--- config.mk ---
export PLATFORM = sky130hd
export DESIGN_NAME = serial_adder_fsm
export DESIGN_NICKNAME = d
export VERILOG_FILES = /design/src/rtl/serial_adder_fsm.sv
export SDC_FILE = /design/constraint.sdc
export NUM_CORES = 1
export LEC_CHECK = 0
export ABC_AREA = 1
export BUFFER_PORTS_ARGS = -buffer_cell sky130_fd_sc_hd__buf_2
export CAP_MARGIN = 20
export CORE_MARGIN = 2
export CORE_UTILIZATION = 55
export DETAILED_ROUTE_END_ITERATION = 7
export GPL_TIMING_DRIVEN = 1
export PLACE_DENSITY = 0.78
export SLEW_MARGIN = 20
export SYNTH_ARGS = -nofsm -noshare
export SYNTH_HDL_FRONTEND = slang
export SYNTH_SLANG_ARGS = --single-unit
--- constraint.sdc ---
create_clock -name clk -period 2.2 [get_ports clk]
set_input_delay 0.22 -clock clk [delete_from_list [all_inputs] [get_ports clk]]
set_output_delay 0.22 -clock clk [all_outputs]
set_load 0.05 [all_outputs]
--- src/rtl/serial_adder_fsm.sv ---
// -----------------------------------------------------------------------------
// serial_adder_fsm
//
// Bit-serial unsigned adder. Operands are captured on an accepted start pulse
// and added LSB-first, one bit per clock, through a full-adder cell built from
// two cascaded half-adder equations and a carry flip-flop. After WIDTH bit
// steps the completed sum and carry-out are copied to the output registers and
// a one-cycle done pulse is raised.
//
// Optional build macro:
//   SERIAL_ADDER_OVF_EN - adds output port ovf (two's-complement overflow,
//                         carry into MSB XOR carry out of MSB), captured and
//                         held together with sum/cout.
//
// Reset: rst_n, synchronous, active-low.
// -----------------------------------------------------------------------------
module serial_adder_fsm #(
    parameter int WIDTH = 8
) (
    input  logic             clk,
    input  logic             rst_n,
    input  logic             start,
    input  logic [WIDTH-1:0] a,
    input  logic [WIDTH-1:0] b,
    input  logic             cin,
    output logic             busy,
    output logic             done,
    output logic [WIDTH-1:0] sum,
    output logic             cout
`ifdef SERIAL_ADDER_OVF_EN
    ,
    output logic             ovf
`endif
);

    // Counter just wide enough to hold WIDTH-1 (at least one bit).
    localparam int CNT_W = (WIDTH > 2) ? $clog2(WIDTH) : 1;

    typedef enum logic [1:0] {
        ST_IDLE = 2'd0,
        ST_RUN  = 2'd1,
        ST_DONE = 2'd2
    } state_t;

    // Half-adder stage: returns {carry, sum}.
    function automatic logic [1:0] half_add(input logic x, input logic y);
        return {x & y, x ^ y};
    endfunction

    // Full-adder cell as two cascaded half adders: returns {carry_out, sum_bit}.
    function automatic logic [1:0] full_add(input logic x, input logic y, input logic c);
        logic [1:0] ha0;
        logic [1:0] ha1;
        ha0 = half_add(x, y);        // {generate, propagate}
        ha1 = half_add(ha0[0], c);   // {propagate & carry, sum bit}
        return {ha0[1] | ha1[1], ha1[0]};
    endfunction

    // Sequential state
    state_t             state_q;
    logic [WIDTH-1:0]   a_sh_q;
    logic [WIDTH-1:0]   b_sh_q;
    logic [WIDTH-1:0]   psum_q;
    logic               carry_q;
    logic [CNT_W-1:0]   cnt_q;
    logic               busy_q;
    logic               done_q;
    logic [WIDTH-1:0]   sum_q;
    logic               cout_q;
`ifdef SERIAL_ADDER_OVF_EN
    logic               ovf_q;
    logic               ovf_d;
`endif

    // Next-state values for one bit step
    logic [1:0]         fa_s;
    logic [WIDTH-1:0]   a_sh_d;
    logic [WIDTH-1:0]   b_sh_d;
    logic [WIDTH-1:0]   psum_d;
    logic               carry_d;
    logic [CNT_W-1:0]   cnt_d;
    logic               last_step_s;

    // Datapath for a single bit step: full add of the operand LSBs with the
    // carry flop, shift everything right, insert the new bit at the MSB.
    always_comb begin
        fa_s        = full_add(a_sh_q[0], b_sh_q[0], carry_q);
        carry_d     = fa_s[1];
        psum_d      = {fa_s[0], psum_q[WIDTH-1:1]};
        a_sh_d      = {1'b0, a_sh_q[WIDTH-1:1]};
        b_sh_d      = {1'b0, b_sh_q[WIDTH-1:1]};
        cnt_d       = cnt_q + {{(CNT_W-1){1'b0}}, 1'b1};
        if (cnt_q == CNT_W'(WIDTH - 1)) begin
            last_step_s = 1'b1;
        end else begin
            last_step_s = 1'b0;
        end
`ifdef SERIAL_ADDER_OVF_EN
        // On the final step carry_q is the carry into the MSB and carry_d the
        // carry out of it.
        ovf_d       = carry_q ^ carry_d;
`endif
    end

    // Control FSM with registered outputs; start is honoured in IDLE and DONE
    // so back-to-back operations need no idle gap.
    always_ff @(posedge clk) begin
        if (!rst_n) begin
            state_q <= ST_IDLE;
            a_sh_q  <= {WIDTH{1'b0}};
            b_sh_q  <= {WIDTH{1'b0}};
            psum_q  <= {WIDTH{1'b0}};
            carry_q <= 1'b0;
            cnt_q   <= {CNT_W{1'b0}};
            busy_q  <= 1'b0;
            done_q  <= 1'b0;
            sum_q   <= {WIDTH{1'b0}};
            cout_q  <= 1'b0;
`ifdef SERIAL_ADDER_OVF_EN
            ovf_q   <= 1'b0;
`endif
        end else begin
            case (state_q)
                ST_IDLE, ST_DONE: begin
                    done_q <= 1'b0;
                    if (start) begin
                        a_sh_q  <= a;
                        b_sh_q  <= b;
                        carry_q <= cin;
                        psum_q  <= {WIDTH{1'b0}};
                        cnt_q   <= {CNT_W{1'b0}};
                        busy_q  <= 1'b1;
                        state_q <= ST_RUN;
                    end else begin
                        busy_q  <= 1'b0;
                        state_q <= ST_IDLE;
                    end
                end
                ST_RUN: begin
                    // start is deliberately ignored while running.
                    a_sh_q  <= a_sh_d;
                    b_sh_q  <= b_sh_d;
                    psum_q  <= psum_d;
                    carry_q <= carry_d;
                    cnt_q   <= cnt_d;
                    if (last_step_s) begin
                        sum_q   <= psum_d;
                        cout_q  <= carry_d;
`ifdef SERIAL_ADDER_OVF_EN
                        ovf_q   <= ovf_d;
`endif
                        busy_q  <= 1'b0;
                        done_q  <= 1'b1;
                        state_q <= ST_DONE;
                    end else begin
                        busy_q  <= 1'b1;
                        done_q  <= 1'b0;
                        state_q <= ST_RUN;
                    end
                end
                default: begin
                    busy_q  <= 1'b0;
                    done_q  <= 1'b0;
                    state_q <= ST_IDLE;
                end
            endcase
        end
    end

    assign busy = busy_q;
    assign done = done_q;
    assign sum  = sum_q;
    assign cout = cout_q;
`ifdef SERIAL_ADDER_OVF_EN
    assign ovf  = ovf_q;
`endif

endmodule
**Yosys cells after proc, flatten, opt, wreduce, memory -nomap -nowiden**

Index checks and enable logic that the tools add are counted.

- Register bits: 41
- Input bits: 20
- Word-level logic and storage cells: 44

- Add/sub/neg operators: 1
- Equal/unequal tests: 4
- Multiplexer cells: 18
- Bitwise operators: 5
- Reduce and logical (&&, ||, !) cells: 6

Operator list:

| cell | count |
|---|---|
| $pmux W8 S2 | 3 |
| $mux W8 | 3 |
| $mux W1 | 6 |
| $pmux W3 S2 | 1 |
| $reduce_and A2 Y1 | 3 |
| $pmux W1 S2 | 2 |
| $pmux W2 S2 | 1 |
| $add A3 B1 Y3 const B | 1 |
| $eq A3 B3 Y1 const B | 1 |
| $mux W3 | 1 |
| $and A1 B1 Y1 | 2 |
| $eq A2 B1 Y1 const B | 1 |
| $eq A2 B2 Y1 const B | 1 |
| $logic_not A2 Y1 | 1 |
| $mux W2 | 1 |
| $ne A2 B2 Y1 const B | 1 |
| $reduce_bool A2 Y1 | 1 |
| $reduce_or A2 Y1 | 1 |
| $xor A1 B1 Y1 | 2 |
| $or A1 B1 Y1 | 1 |

**Depth between registers and ports, before layout**

- Depth in word-level cells: 4
- Mapped depth: 7

**Worst setup path after synthesis**

No wires, ideal clock.

- Path kind: flip-flop to flip-flop
- Start: register state_q[0]
- End: register a_sh_q[6]
- Library setup time: 113 ps
- Arrival: 1301 ps
- Data required time: 2087 ps
- Slack: 787 ps
- Stages on the path, launching flop included: 8
- Period minus slack after synthesis: 1413 ps
- Path through: dfxtp_1 buf_6 buf_4 nand3_1 nand2_1 clkinv_1 nand2_1 nor2_1

- Cells in the longest elaborated chain, start to end: 4

RTL lines:

| what | RTL line | source |
|---|---|---|
| from (decl) | 60 | `state_t state_q;` |
| from (signal assigned) | 109 | `state_q <= ST_IDLE;` |
| from (signal assigned) | 133 | `state_q <= ST_RUN;` |
| from (signal assigned) | 136 | `state_q <= ST_IDLE;` |
| $eq A2 B2 Y1 / $logic_not A2 Y1 (equally long branches) | 123 | `case (state_q)` |
| $reduce_or A2 Y1 | 123 |  |
| $ne A2 B2 Y1 (no line) / $reduce_bool A2 Y1 (equally long branches) | - |  |
| $reduce_and A2 Y1 (no line) | - |  |
| to (signal assigned) | 110 | `a_sh_q <= {WIDTH{1'b0}};` |
| to (signal assigned) | 141 | `a_sh_q <= a_sh_d;` |
| to (decl) | 61 | `logic [WIDTH-1:0] a_sh_q;` |

Parallel ways exist; a longest one is shown, timed or not.
A chain may end at the register's enable or synchronous reset.

==> flow_summary.json <==
{
  "cp_cell_sequence": "buf_4, buf_2",
  "cp_max_fo": 17,
  "synth_async_sr_flop_share_pct": 0,
  "p_switching_uw": 398,
  "p_per_area_mw_per_mm2": 699,
  "cts_tree": "built",
  "synth_fp_nets": 275,
  "hold_viol_final": 0,
  "power.internal_uw": 1090,
  "power_frac_seq_pct": 50.9,
  "worstSetupStartpoint": "state_q[0]",
  "setup_tns_ns": 0,
  "synthCells": 252,
  "drv_cap": 0,
  "dieWidth_microns": 63.5,
  "fin_crit_ns": 1.53,
  "finalCritPeriodShare_pct": 69.7,
  "ys_ff_latch": 39,
  "avgSynthCellArea_sq_um": 7.72,
  "slew_headroom_pct": 61.0,
  "num_rows": 21,
  "post-cts-setup-buffers": 0,
  "slowest_delay_ns": 0.39,
  "grt_start_max_net_pins": 44,
  "overflow": 0,
  "max-clock-path-buffers": 2,
  "path_class": "register to output port",
  "start_util_pct": 57.8,
  "r2r_slack_ns": 0.88,
  "drt_iter0_markers": 60,
  "final_nets": 299,
  "portBuffers": 30,
  "p_comb_share_pct": 15.6,
  "boundaryPins": 31,
  "antenna_left": 0,
  "nFillCells": 340,
  "drv_slew": 0,
  "coreArea_sq_mm": 0.00336,
  "viasPerCell": 4.78,
  "reg2reg_from": "state_q[1]",
  "synth_edf_count": 0,
  "globalplace.congestion": 0.753,
  "vias": 1544,
  "finClkSkew_ns": 0.00911,
  "cp-start-kind": "register",
  "worstHoldPathType": "input port to register",
  "dpl_cell_area_sq_mm": 0.00205,
  "root_buffer": "clkbuf_4",
  "finalWirelength_mm": 3.41,
  "hold_buffers": 0,
  "drc_errors": 0,
  "cts_sinks": 39,
  "crit_buf_inv": 2,
  "arrival_ns": 1.31,
  "drtPass1Iterations": 4,
  "max_freq_mhz": 652,
  "leakagePower_uw": 0.00101,
  "post-dp-hpwl_mm": 2.21,
  "seq_area_frac_synth_pct": 40.1,
  "path_depth": 2,
  "fin_area_sq_mm": 0.00214,
  "cts_resized": 0,
  "clkTransAtPathRegs_ns": 0.11,
  "crit_family": "buffers and inverters",
  "wl_per_cell_microns": 10.5,
  "swShare_pct": 26.6,
  "synth_ff_type": "dfxtp_1",
  "grtUsageTotal_pct": 18.7,
  "status": "finished clean",
  "syn-cell-area_sq_mm": 0.00195,
  "finalSetupViolCount": 0,
  "ys_types": 23,
  "critPathSlowestCell": "dfxtp_1",
  "rsz0062_at_grt": "false",
  "p_clk_share_pct": 33.5,
  "irDropWorstVdd_mv": 0.477,
  "yosysWarnings": 0,
  "worst_slew_pin_slew_ns": 0.585,
  "insertion_delay_ns": 0.34,
  "drive_above_1_share_pct": 28.2,
  "numCtsBuffers": 5,
  "grt_pass1_wl_mm": 5.97,
  "r2r_end": "carry_q",
  "dieHeight_microns": 63.5,
  "cp-end-kind": "output port",
  "r2r_cells": 6,
  "area_growth_pct": 9.78,
  "grt_antenna_before_repair": 0,
  "htree_levels": 2,
  "dieArea_sq_mm": 0.00403,
  "endpoint": "busy",
  "crit_required_ns": 1.98,
  "grt_pass1_vias": 1371,
  "antenna_cells": 0
}
-- layer usage --
metal  part of all wire [%]  up-vias  global-route usage (%)  wire (microns)
li1                       -      831                       -               -
met1                     51      677                    24.2            1730
met2                     44       34                    29.6            1490
met3                    4.5        2                    5.18             154
met4                   0.70        0                    7.34              24
met5                      0        -                       0               0
-- placed cells by master (no fill, tap or decap), drive strengths merged --
cell     n
ha       2
nand2   64
nand3b   3
clkinv  12
fa       1
nand3   48
dfxtp   39
bufinv   1
o21ai    1
buf     31
clkbuf   6
nor2    31
inv     24
a21oi   14
-- synthesized netlist by cell type (2+ instances only) --
master,number,area share (%)
a21oi_1,2,0.51
a21oi_2,12,5.4
buf_2,5,1.3
buf_4,4,1.5
buf_6,5,2.9
clkinv_1,10,1.9
dfxtp_1,39,40
ha_1,2,1.3
inv_1,22,4.2
nand2_1,61,12
nand3_1,28,7.2
nand3_2,20,10
nand3b_1,3,1.2
nor2_1,30,5.8
-- through the flow --
step	power, uW	cells	worst slack, ns	hold slack [ns]	util (%)
4_1_cts	1510	323	0.638	0.0837	63.5
6_report	1490	323	0.666	0.0996	63.5
3_3_place_gp	1000	315	0.909	0.440	60.9
3_5_place_dp	1010	315	0.881	0.447	60.9
2_1_floorplan	975	252	0.787	0.355	-
5_1_grt	1580	323	0.589	0.0875	63.5
-- tightest hold or removal path, delay by kind of cell --
family                 cells  cell delay, ns
buffers and inverters      1            0.07
AND/OR/NAND/NOR            2            0.11
-- kinds of logic after synthesis --
group / share of synthesized area (%)
buf+inv: 12.7
fa+ha+maj: 2.31
simple gates: 38.7
compound gates: 6.17
flops: 40.1
-- registers in the layout, summed over array words and instances, names as in the netlist --
register / count
a_sh_q: 8
b_sh_q: 8
sum: 8
psum_q: 7
cnt_q: 3
state_q: 2
carry_q: 1
cout: 1
done: 1
-- area by class of cell --
cell class / instances / area (sq um) / share of cell area [%]
clock buffers: 6 / 51.3 / 2.40
well taps: 46 / 57.6 / 2.69
repair buffers: 31 / 158 / 7.38
clock inverters: 2 / 35.0 / 1.64
inverters: 35 / 135 / 6.33
flip-flops and latches: 39 / 781 / 36.6
multi-input cells: 164 / 918 / 43.0
-- worst min path at each step --
stage | from | endpoint | slack [ns] | depth (start not counted)
after floorplan | a[3] | a_sh_q[3] | 0.35 | 2
after global placement | a[2] | a_sh_q[2] | 0.44 | 3
after detailed placement | a[2] | a_sh_q[2] | 0.45 | 3
after CTS | a[0] | a_sh_q[0] | 0.08 | 3
after global routing | b[6] | b_sh_q[6] | 0.09 | 3
final | a[0] | a_sh_q[0] | 0.1 | 3
-- power groups by stage --
stage	registers, uW	clock network (uW)	logic (uW)
after floorplan	777	0	199
after global placement	775	0	228
after detailed placement	775	0	231
after CTS	760	517	233
after global routing	763	546	268
final	759	500	233
No activity file was read; power rests on OpenSTA's default activity.
